<file path="src/rtl/csr_ctrl_pkg.sv">
// ---------------------------------------------------------------------------
// csr_ctrl_pkg
//
// Shared types and constants for the CSR latch-bank write controller.
//
//   state_t   : controller states (IDLE, SETUP, PULSE, HOLD)
//   CNT_W     : width of the PULSE down-counter (covers PULSE_CYC 1..15)
//   REQ0/REQ1 : requester index encodings used by the arbiter and the
//               controller's owner/last registers
// ---------------------------------------------------------------------------
package csr_ctrl_pkg;

    typedef enum logic [1:0] {
        IDLE  = 2'd0,
        SETUP = 2'd1,
        PULSE = 2'd2,
        HOLD  = 2'd3
    } state_t;

    localparam int CNT_W = 4;

    localparam logic REQ0 = 1'b0;
    localparam logic REQ1 = 1'b1;

endpackage

</file>
<file path="src/rtl/csr_latch_write_ctrl_rr_arb2.sv">
// ---------------------------------------------------------------------------
// rr_arb2
//
// Two-input round-robin arbiter (purely combinational). The round-robin
// pointer lives in the caller, which updates it with the returned winner.
//
// Ports:
//   req[1:0] in   request vector, bit n from requester n
//   last     in   index of the previously granted requester
//   update   in   arbitration window; valid is suppressed when low
//   win      out  index of the winning requester
//   valid    out  high when update is high and at least one req is high
// ---------------------------------------------------------------------------
module rr_arb2
    import csr_ctrl_pkg::*;
(
    input  logic [1:0] req,
    input  logic       last,
    input  logic       update,
    output logic       win,
    output logic       valid
);

    always_comb begin
        valid = update & (req[0] | req[1]);
        win   = REQ0;
        if (req[0] && req[1]) begin
            // Tie: whoever was not served last goes first.
            win = (last == REQ0) ? REQ1 : REQ0;
        end else if (req[1]) begin
            win = REQ1;
        end else begin
            win = REQ0;
        end
    end

endmodule

</file>
<file path="src/rtl/csr_latch_write_ctrl.sv">
// ---------------------------------------------------------------------------
// csr_latch_write_ctrl
//
// Write controller and two-way round-robin arbiter for a bank of WIDTH
// clocked SR latches sharing one enable. Every write runs
//   SETUP (C low, S/R presented) -> PULSE (C high, PULSE_CYC cycles)
//   -> HOLD (C low, S/R still held) -> IDLE
// so S/R never move while C is high and S=R=1 is never presented.
//
// Parameters:
//   WIDTH     number of latch bits
//   PULSE_CYC cycles of C high per write, legal range 1..15
//
// Ports:
//   clk            in   rising-edge clock
//   rst            in   asynchronous active-high reset (aborts any write)
//   req0/req1      in   write requests, held until the matching done
//   wdata0/wdata1  in   write data, captured at grant
//   gnt0/gnt1      out  one-cycle grant pulses (SETUP cycle)
//   done0/done1    out  one-cycle completion pulses (HOLD cycle)
//   latch_S/_R     out  per-bit set/reset inputs of the latch bank
//   latch_C        out  shared latch enable
//   busy           out  high whenever the controller is not IDLE
//
// All outputs come straight from flops; there is no combinational path
// from any input to any output.
// ---------------------------------------------------------------------------
module csr_latch_write_ctrl
    import csr_ctrl_pkg::*;
#(
    parameter int WIDTH     = 8,
    parameter int PULSE_CYC = 2
) (
    input  logic             clk,
    input  logic             rst,
    input  logic             req0,
    input  logic [WIDTH-1:0] wdata0,
    input  logic             req1,
    input  logic [WIDTH-1:0] wdata1,
    output logic             gnt0,
    output logic             gnt1,
    output logic             done0,
    output logic             done1,
    output logic [WIDTH-1:0] latch_S,
    output logic [WIDTH-1:0] latch_R,
    output logic             latch_C,
    output logic             busy
);

    localparam logic [CNT_W-1:0] CNT_LOAD = CNT_W'(PULSE_CYC - 1);

    state_t           state;
    logic             last;
    logic             owner;
    logic [CNT_W-1:0] cnt;
    logic [WIDTH-1:0] wreg;
    logic [WIDTH-1:0] rreg;

    logic             arb_en;
    logic             arb_win;
    logic             arb_valid;
    logic [WIDTH-1:0] wsel;

    assign arb_en = (state == IDLE);
    assign wsel   = (arb_win == REQ1) ? wdata1 : wdata0;

    rr_arb2 u_arb (
        .req    ({req1, req0}),
        .last   (last),
        .update (arb_en),
        .win    (arb_win),
        .valid  (arb_valid)
    );

    // wreg/rreg are the captured data and its complement; they drive
    // latch_S/latch_R directly so those outputs are pure flop outputs and
    // stay frozen from SETUP through HOLD regardless of wdata changes.
    assign latch_S = wreg;
    assign latch_R = rreg;

    always_ff @(posedge clk or posedge rst) begin
        if (rst) begin
            state   <= IDLE;
            last    <= REQ1;
            owner   <= REQ0;
            cnt     <= '0;
            wreg    <= '0;
            rreg    <= '0;
            gnt0    <= 1'b0;
            gnt1    <= 1'b0;
            done0   <= 1'b0;
            done1   <= 1'b0;
            latch_C <= 1'b0;
            busy    <= 1'b0;
        end else begin
            gnt0  <= 1'b0;
            gnt1  <= 1'b0;
            done0 <= 1'b0;
            done1 <= 1'b0;

            unique case (state)
                IDLE: begin
                    latch_C <= 1'b0;
                    if (arb_valid) begin
                        state <= SETUP;
                        owner <= arb_win;
                        last  <= arb_win;
                        wreg  <= wsel;
                        rreg  <= ~wsel;
                        gnt0  <= (arb_win == REQ0);
                        gnt1  <= (arb_win == REQ1);
                        busy  <= 1'b1;
                    end
                end

                SETUP: begin
                    state   <= PULSE;
                    cnt     <= CNT_LOAD;
                    latch_C <= 1'b1;
                end

                PULSE: begin
                    if (cnt == '0) begin
                        state   <= HOLD;
                        latch_C <= 1'b0;
                        done0   <= (owner == REQ0);
                        done1   <= (owner == REQ1);
                    end else begin
                        cnt <= cnt - 1'b1;
                    end
                end

                HOLD: begin
                    // C already low for a full cycle; S/R may now return to 0.
                    state   <= IDLE;
                    wreg    <= '0;
                    rreg    <= '0;
                    latch_C <= 1'b0;
                    busy    <= 1'b0;
                end

                default: begin
                    state   <= IDLE;
                    wreg    <= '0;
                    rreg    <= '0;
                    latch_C <= 1'b0;
                    busy    <= 1'b0;
                end
            endcase
        end
    end

endmodule

</file>
<file path="config.mk">
export PLATFORM = sky130hd
export DESIGN_NAME = csr_latch_write_ctrl
export DESIGN_NICKNAME = d
export VERILOG_FILES = /design/src/rtl/csr_ctrl_pkg.sv /design/src/rtl/csr_latch_write_ctrl_rr_arb2.sv /design/src/rtl/csr_latch_write_ctrl.sv
export SDC_FILE = /design/constraint.sdc
export NUM_CORES = 1
export LEC_CHECK = 0
export CAP_MARGIN = 20
export CORE_UTILIZATION = 30
export DETAILED_ROUTE_END_ITERATION = 10
export GPL_ROUTABILITY_DRIVEN = 1
export HOLD_SLACK_MARGIN = 0.1
export PLACE_DENSITY_LB_ADDON = 0.05
export SETUP_SLACK_MARGIN = 0.5
export SLEW_MARGIN = 10
export SYNTH_ARGS = -nofsm -noshare
export SYNTH_HDL_FRONTEND = slang
export SYNTH_HIERARCHICAL = 1
export SYNTH_SLANG_ARGS = --single-unit
</file>
<file path="constraint.sdc">
create_clock -name clk -period 4.6 [get_ports clk]
set_input_delay 0.92 -clock clk [delete_from_list [all_inputs] [get_ports clk]]
set_output_delay 0.92 -clock clk [all_outputs]
set_load 0.1 [all_outputs]
</file>
After elaboration in Yosys (flattened, before gate mapping)
Cells that the tools add are included.
W data, S select, Z words.
Storage, ports and cells
  flip-flop bits (word level): 30
  latch bits: 0
  bits in writable memories: 0
  memory bits (read-only): 0
  input port bits: 20
  output and inout bits: 22
  word-level logic and storage cells: 59
  memories kept: 0
Cells by class
  add/subtract/negate cells: 1
  $mul: 0
  div/mod/pow operators: 0
  order comparisons: 0
  equal/unequal tests: 6
  shifts and indexed selects: 0
  muxes and demuxes: 25
  bitwise logic cells: 5
  reduce and logical (&&, ||, !) cells: 10
Operator list (number)
  $pmux W8 S2: 2
  $mux W8: 3
  $mux W1: 13
  $not A8 Y8: 1
  $pmux W2 S4: 1
  $pmux W4 S2: 1
  $reduce_and A2 Y1: 4
  $ne A2 B2 Y1 const B: 3
  $eq A2 B2 Y1 const B: 2
  $logic_not A4 Y1: 1
  $mux W2: 2
  $mux W4: 1
  $reduce_bool A2 Y1: 2
  $sub A4 B1 Y4 const B: 1
  $pmux W1 S3: 1
  $eq A2 B1 Y1 const B: 1
  $logic_not A2 Y1: 1
  $not A1 Y1: 2
  $pmux W1 S2: 1
  $reduce_or A2 Y1: 1
  $and A1 B1 Y1: 1
  $logic_and A1 B1 Y1: 1
  $or A1 B1 Y1: 1

Depth between registers and ports, before layout
  depth after elaboration: 6
  gate-level depth with buffers: 7

Modules after synthesis
The synthesis kept the hierarchy.
By module, submodules not included
  csr_latch_write_ctrl: instances 1, cells each 109, area an instance 1291.2 sq um
  rr_arb2: instances 1, cells each 2, area an instance 18.8 sq um

Worst setup path after synthesis
Ideal clock, no wire load.
  path kind: input -> register
  start: in req1
  end: reg wreg[0] (netlist: latch_S[0])
  setup time: 0.083 ns
  arrival time: 1.783 ns
  data required time: 4.517 ns
  setup slack: 2.735 ns
  cell stages on the path: 5
  path buffers: 1
  cells stage by stage: o21a_1 -> mux2i_2 -> buf_4 -> nand2_1 -> o21ai_0
On the way
  word-level cells in the longest chain between the ends: 5
  elaborated cells between the ends (all ways): 10
  those cells by class: eq/ne (1); mux (5); bitwise (2); reduce/logical (2)
Ends and longest elaborated chain
  start, declared: RTL line csr_latch_write_ctrl.sv:38  | input logic req1,
  $mux W1 or $logic_and A1 B1 Y1 (tied branches): RTL line csr_latch_write_ctrl_rr_arb2.sv:30, csr_latch_write_ctrl_rr_arb2.sv:27
  $mux W1: RTL line csr_latch_write_ctrl_rr_arb2.sv:27  | if (req[0] && req[1]) begin
  $mux W8: RTL line csr_latch_write_ctrl.sv:65  | assign wsel = (arb_win == REQ1) ? wdata1 : wdata0;
  $mux W8: RTL line csr_latch_write_ctrl.sv:104  | if (arb_valid) begin
  $pmux W8 S2: RTL line csr_latch_write_ctrl.sv:101  | unique case (state)
  end signal, assigned: RTL line csr_latch_write_ctrl.sv:108  | wreg <= wsel;
  end, declared: RTL line csr_latch_write_ctrl.sv:56  | logic [WIDTH-1:0] wreg;
Several ways; a longest one is shown, not always the timed one. The select of a mux whose other input is x is not followed.
A chain may end at the register's enable or synchronous reset.

Final worst setup path
  start: reg rreg[1] (netlist: latch_R[1])
  end: out latch_R[1]
RTL lines
  start, declared: RTL line csr_latch_write_ctrl.sv:57  | logic [WIDTH-1:0] rreg;
  start signal, assigned: RTL line csr_latch_write_ctrl.sv:109  | rreg <= ~wsel;
  end, declared: RTL line csr_latch_write_ctrl.sv:45  | output logic [WIDTH-1:0] latch_R,
No word-level cell between the ends.

==> flow_summary.yaml <==
timing:
  final_hold_viol_count: 0
  setup_violations: 0
  final_critical_path_required_period_ns: 2.71
  tightest_slew_ns: 0.968
  tcrit_tclk_final: 0.589
  unrepaired_setup_endpoints_after_global_routing: "false"
  skew_ns: 0.00576
  tns_setup_ns: 0
  relSlewSlack: 0.353
  max_frequency_mhz: 369
  hold_slack_ns: 0.443
  timing_max_transition_violations_final: 0
critical_path:
  critical_path.top_delay_family: "buffers and inverters"
  timing.critical_path.slowest_stage_cell: "clkdlybuf4s50_1"
  worstSetupPathType: "reg2out"
  cpPeakStageDelay_ns: 1.14
  worst_reg2reg_setup_slack_ns: 2.63
  timing.critical_path.arrival_ns: 1.79
  endpoint_of_the_lowest_slack_register_to_register_path: "latch_R[4]"
  critical_path_peak_fanout: 2
  critical_path.endpoint_type: "output pin"
  r2r.worst_path.cells: 6
  cp_cell_sequence: "clkdlybuf4s50_1"
  worstSetupStartpointType: "flop"
  buffers_plus_inverters_on_the_worst_setup_path: 1
  critical_path_required_ns: 3.68
  timing.rr.start: "state[0]"
global_routing:
  grt_pass1_vias: 980
  grt_remaining_overflow: 0
  grt_antenna_before_repair: 0
  grt_first_pass_wirelength_microns: 4650
  maximum_number_of_pins_on_one_net_before_global_route_repair: 20
  global_route.usage.total: 0.144
run:
  max-cap-violations: 0
clock_network:
  clock_tree_from_tritoncts: "done"
  cts_sinks: 30
  worst_skew_pair.late_latency_ns: 0.28
  cts-root-to-sink-buffers: 2
  hold_buffers: 0
  number_of_cts_inserted_buffers: 5
  cts.reportedPaths.clkPinSlew_ns: 0.07
  clockRootBuffer: "clkbuf_8"
  ctsResizeCount: 0
  htree_levels: 2
  postCtsSetupRepairBufs: 0
floorplanning:
  io_pins: 42
  rows: 23
  fp.dieW_microns: 68.1
  floorplan.die_area_sq_um: 4630
  core-area_sq_um: 4090
  chipHeight_microns: 68.1
  floorplan.initialDensity: 0.321
synthesis:
  yosys.area_share.simple: 0.112
  synth_enable_flop_cells: 0
  synth-seq-area-share: 0.574
  synthFlopType: "dfrtp_1"
  synth_top_family_by_area: "compound AO/OA/AOI/OAI gates"
  async_reset_ff_frac: 1.00
  muxShareOfSynthArea: 0.113
  syn-cell-area_sq_um: 1310
  mappedNetlistNets: 136
  synth_seq_cells: 30
  post-synth-top-area-cell: "dfrtp_1"
  synthAdderAreaFrac: 0.0478
  synth_top_area_share: 0.554
  synthesis.area_per_instance_sq_um: 11.8
  synth_cells: 111
  synth.lib_cells_used.distinct: 28
  synthXorXnorAreaFrac: 0
  ys_top_cells_by_area: "dfrtp_1, mux2i_1, a22o_1"
  synth_compound_gate_area_share: 0.127
  synth-warning-count: 6
min_path:
  min_to: "done0"
  worstHoldStart: "owner"
  worstHoldPathCells: 1
  holdCritPathClass: "reg2reg"
finish:
  area_added_between_synthesis_and_finish_pct: 43.9
  num_antenna_cells: 0
  fillCellCount: 379
  layout_cells_sized_above_1: 0.0949
  final_net_count: 182
place:
  port_buffers: 41
  dp_hpwl_microns: 2000
  place_congestion: 0.666
drt:
  drt_iter0_markers: 44
  wl_per_cell_microns: 13.3
  ant_nets: 0
  drt_pre_antenna_iters: 4
  detail_route.drc_violations: 0
  detailroute.via_count: 965
  via_count_normalized_by_instance_count: 4.64
  routed_wirelength_microns: 2780
status:
  run_status: "complete, no violations"
## worst register-to-register path, stage by stage (launching register included)
cell     delay (ns)
dfrtp_1        0.41
inv_1          0.10
ha_1           0.28
o21a_1         0.24
nand2_1        0.15
nor2_1         0.51
a22o_1         0.22
## cell usage after synthesis (2+ instances only)
library cell	number
dfrtp_1	29
nand2b_1	2
ha_1	5
a22o_1	8
o21ai_0	9
nand2_1	17
a21o_1	2
mux2i_1	10
nor2_1	3
mux2_2	2
and3_1	2
nand3_1	2
inv_1	5
## sequential cells by signal, summed over array words and instances, names as in the netlist
register  cells
busy          1
cnt           4
latch_S       8
gnt0          1
last          1
gnt1          1
state         2
latch_C       1
latch_R       8
done1         1
owner         1
done0         1
## kinds of logic after synthesis
group,count (synthesis)
AND/OR/NAND/NOR,31
flip-flops,30
AO/OA/AOI/OAI,23
multiplexers,14
buffers and inverters,8
adder cells (fa/ha/maj),5
## cell type report
cell class / instances / area (sq um) / area share
Inverter: 5 / 18.8 / 0.00995
Tap cell: 50 / 62.6 / 0.0332
Clock inverter: 1 / 5.00 / 0.00265
Multi-Input combinational cell: 73 / 523 / 0.277
Clock buffer: 7 / 86.3 / 0.0458
Timing Repair Buffer: 42 / 438 / 0.232
Sequential cell: 30 / 752 / 0.399
## stage by stage
stage	area, sq um	setup WS [ns]	instances	util
CTS	1890	1.87	208	0.461
finish	1890	1.89	208	0.461
global placement	1770	1.93	199	0.432
detailed placement	1790	1.94	200	0.439
global route	1890	1.84	208	0.461
floorplan	1310	2.73	111	-
## cell usage in the layout, fill, tap and decap left out, types with 3 or more instances in the layout
| cell type | instances |
|---|---|
| ha_1 | 5 |
| inv_1 | 5 |
| clkdlybuf4s50_1 | 41 |
| mux2i_1 | 10 |
| dfrtp_1 | 29 |
| o21ai_0 | 9 |
| clkbuf_8 | 6 |
| a22o_1 | 8 |
| nand2_1 | 17 |
| nor2_1 | 3 |
## metal layers
layer | GRT usage | vias to the layer above | routed length [microns]
li1 | - | 474 | -
met1 | 0.184 | 455 | 1320
met2 | 0.210 | 30 | 1220
met3 | 0.0567 | 6 | 180
met4 | 0.0703 | 0 | 57
met5 | 0 | - | 0
## how the worst max path moves through the flow
stage / startpoint / depth (start not counted) / slack (ns) / endpoint
after global routing: latch_R[1] / 1 / 1.84 / latch_R[1]
after floorplan: req1 / 5 / 2.73 / latch_S[0]
after CTS: latch_R[1] / 1 / 1.87 / latch_R[1]
final: latch_R[1] / 1 / 1.89 / latch_R[1]
after global placement: req0 / 4 / 1.93 / latch_R[0]
after detailed placement: req0 / 4 / 1.94 / latch_R[6]
Power is left out: the tool's default activity adds up to more than one toggle a clock period on the data nets, which glitch-free logic cannot reach.
==> edit 1, RTL diff (same settings) <==
Make the reset (`rst`) synchronous in one clocked block. Comments in the files are not updated.
--- a/src/rtl/csr_latch_write_ctrl.sv
+++ b/src/rtl/csr_latch_write_ctrl.sv
@@ -78,7 +78,7 @@
     assign latch_S = wreg;
     assign latch_R = rreg;
 
-    always_ff @(posedge clk or posedge rst) begin
+    always_ff @(posedge clk) begin
         if (rst) begin
             state   <= IDLE;
             last    <= REQ1;
Behaviour: differs if rst is asserted again (counterexample within 4 cycles, from zero or initial values and one cycle with rst high); with rst held inactive, the same outputs for 10 cycles.
==> edit 1 against the original RTL <==
Sequential cell count did not move; worst setup slack improved by 32 ps; synthesized area fell by 1.8%; non-clock buffer count did not move; final area fell by 2.2%; routed wire length rose by 3.3%; largest cell class is now multi-input gates.
==> edit 1: results (changes against the original RTL) <==
----------------------------------------------------
[Drt]
  Post-Route M1 WL ... 1490 µm (+13%)
  Wire per inst ... 12.8 µm (-4.1%)
  WL final ... 2870 µm (+3.3%)
  Per-cell via count in the routed design ... 4.78 (+3.0%)
  Routed length on met3 ... 158 µm (-12%)

[Global route]
  Met1 Usage GRT ... 0.192 (+0.00801)
  Wire length of the first global-routing pass ... 4890 µm (+5.2%)
  Total routing usage reported by global routing ... 0.147 (+0.00273)
  Number of global-route vias before repair ... 1042 (+6.3%)

[Floorplan]
  Core area ... 4060 µm² (-0.70%)

[Placement]
  Half-perimeter wire length after detailed placement ... 1990 µm (-0.72%)
  Placed cell count ... 215 (+7.5%)

[Yosys]
  Post-synthesis mux area share ... 0.0905 (-0.0222)
  Biggest area contributors in the synthesized netlist ... dfxtp_1 47%, mux2i_1 6.2%, nor2_1 5.5%
  Commonest cells in the netlist ... 30 x dfxtp_1, 19 x nor2_1, 8 x a22oi_1, 8 x mux2i_1, 7 x a2bb2oi_1
  Post-synthesis share of cell area spent on full adders, half adders and majority gates ... 0.0486 (+0.000883)
  Synth Area in Compound Gates ... 0.178 (+0.0510)

[Final layout]
  Final net count ... 198 (+8.8%)
  Fill cell instance count of the final layout ... 389 (+2.6%)
  Flip-flop and latch share of the layout cell area ... 0.326 (-0.0732)
  Layout-stage area growth over the synthesis result ... 43.4%
  Layout multi-input combinational cell count ... 87 (+19%)
  Buffering overhead ... 0.237 (+0.00520)
  Layout inverter count without the clock tree ... 7 (+2)
  Multi-input gate area in the final layout ... 626 µm² (+20%)
  Proportion of cell area spent on the clock network ... 0.0495 (+0.00108)

[Status]
  Run status ... complete, no violations

[Timing]
  Slew margin rel. ... 0.344 (-0.00881)

[Worst setup path]
  Signal arrival time at the worst endpoint ... 1760 ps (-30 ps)

----------------------------------------------------
edit 1: cell types whose count changed in the layout (fill, tap and decap cells not counted), moves of 4 or more:
cell       before  now
a22oi_1         0    8
a21oi_1         0    4
nand2_1        17    4
a22o_1          8    0
dfrtp_1        29    0
a2bb2oi_1       0    7
o21ai_0         9    1
nor2_1          3   19
dfxtp_1         0   30
edit 1: path summary, 6_finish.rpt:
check / start / end / slack (ps) / cells after the start
max reg2reg: state[0] / latch_R[7] / 2490 / 6
min: owner / done0 / 460 / 1
min reg2reg: owner / done0 / 460 / 1
max: latch_R[2] / latch_R[2] / 1920 / 1
edit 1: power groups by stage:
| stage | Sequential [mW] | Clock, mW | Combinational, mW |
|---|---|---|---|
| 3_3_place_gp | 0.375 | 0 | 0.817 |
| 5_1_grt | 0.379 | 0.237 | 0.877 |
| 6_report | 0.369 | 0.212 | 0.819 |
| 4_1_cts | 0.370 | 0.224 | 0.823 |
| 2_1_floorplan | 0.726 | 0 | 0.300 |
| 3_5_place_dp | 0.375 | 0 | 0.822 |
==> edit 2, RTL diff (config.mk and constraints unchanged) <==
Made on the original files. `CNT_W`: 4 -> 3.
--- a/src/rtl/csr_ctrl_pkg.sv
+++ b/src/rtl/csr_ctrl_pkg.sv
@@ -17,7 +17,7 @@
         HOLD  = 2'd3
     } state_t;
 
-    localparam int CNT_W = 4;
+    localparam int CNT_W = 3;
 
     localparam logic REQ0 = 1'b0;
     localparam logic REQ1 = 1'b1;
Check against the original RTL: same outputs for any inputs over 10 cycles, from zero or initial values and one cycle with rst high; that may be too few to reach the edited logic, so the function may still have changed.
==> edit 2 against the original RTL <==
Count of clock-buffer cells in the layout shrank 1; synthesized area shrank 4.3%; critical path type unchanged; routed wire length shrank 4.4%; highest routed layer unchanged; worst setup slack gained 12 ps; final area shrank 4.4%; first-iteration DRC count shrank 34%; sequential cell count shrank 1.
Power is not shown: default switching activity piles up to over one toggle a cycle in this logic, so the estimate is an artifact.
==> edit 2: results (changes against the original RTL) <==
----------------------------------------------------
[Status]
  Run status ... complete, no violations

[Clock network]
  Bufs on Longest Clock Path ... 2 (unchanged)
  Clock latency on the worst-skew pair ... 270 ps
  Root buffer selected by CTS ... clkbuf_8

[Timing]
  Clock Skew ... 3.90 ps (-1.86 ps)
  Transition at the pin with the smallest max-transition slack ... 983 ps (+15.1 ps)

[Yosys]
  Synth warnings ... 6 (unchanged)
  Post-synthesis mux area share ... 0.0928 (-0.0199)
  Synth Area in Compound Gates ... 0.150 (+0.0227)
  Sequential area share after synthesis ... 0.580 (+0.00582)
  Share of the synthesized netlist area taken by xor and xnor gates ... 0.00699 (+0.00699)
  Post-Synthesis Net Count ... 129 (-5.1%)
  Post-synthesis share of cell area spent on full adders, half adders and majority gates ... 0.0599 (+0.0121)
  Biggest area contributors in the synthesized netlist ... dfrtp_1 56%, mux2i_1 6.4%, ha_1 6.0%
  Commonest cells in the netlist ... 28 x dfrtp_1, 11 x nand2_1, 8 x a22o_1, 8 x mux2i_1, 8 x o21ai_1

[Drt]
  Per-cell via count in the routed design ... 4.63 (-0.20%)
  DRT iter0 DRCs ... 29 (-34%)
  Wire per inst ... 13.3 µm (-0.53%)

[Placement]
  Placer Congestion ... 0.695 (+4.3%)
  Half-perimeter wire length after detailed placement ... 2000 µm (-0.24%)

[Global route]
  Largest net degree at the start of global routing ... 18 (-10%)
  Total routing usage reported by global routing ... 0.134 (-0.0104)
  Wire length of the first global-routing pass ... 4150 µm (-11%)
  Number of global-route vias before repair ... 873 (-11%)

[Worst setup path]
  Critical Path Max Stage Delay ... 1140 ps (about the same)

[Final layout]
  Final net count ... 175 (-3.8%)
  Fill cell instance count of the final layout ... 391 (+3.2%)
  Share of final-layout standard cells stronger than drive strength 1 ... 0.100 (+0.00506)

----------------------------------------------------
[edit 2: changes by cell type in the layout (fill, tap and decap cells not counted), sizes merged, moves of 2 or more]
cell,unedited run,this run
inv,5,7
nand2,17,12
nand3,2,0
o2bb2ai,0,2
mux2i,11,9
[edit 2: layout make-up]
cell class              count  area [µm²]  share of cell area
flip-flops and latches     29         727               0.403
multi-input cells          64         479               0.266
repair buffers             42         425               0.236
clock buffers               6        72.6              0.0402
well taps                  50        62.6              0.0347
inverters                   7        26.3              0.0146
clock inverters             2        10.0             0.00555
[edit 2: path summary, 6_finish.rpt]
kind,startpoint,end,slack [ps],depth (start not counted)
worst max-delay path,latch_R[4],latch_R[4],1900,1
worst min-delay path,owner,done0,460,1
worst max register to register,state[0],latch_R[4],2600,5
worst min register to register,owner,done0,460,1
max in group asynchronous,rst,last,2980,3
min in group asynchronous,rst,done0,1030,2
[edit 2: cell families after synthesis]
group,count (synthesis)
mux,11
compound gates,26
flops,29
simple gates,20
fa+ha+maj,6
buf+inv,10
xor+xnor,1
[edit 2: layer usage]
layer | vias up | routed length [µm] | global-route usage
li1 | 447 | - | -
met1 | 445 | 1170 | 0.156
met2 | 29 | 1250 | 0.215
met3 | 5 | 184 | 0.0497
met4 | 0 | 47 | 0.0638
met5 | - | 0 | 0
[edit 2: stage by stage]
stage               cells  hold WS, ps  area [µm²]  setup slack (ps)  utilization
global route          200          487        1800              1850        0.451
floorplan             103          416        1250              2740            -
global placement      191          456        1710              1990        0.426
finish                200          465        1800              1900        0.451
detailed placement    192          464        1720              1910        0.430
CTS                   200          469        1800              1890        0.451
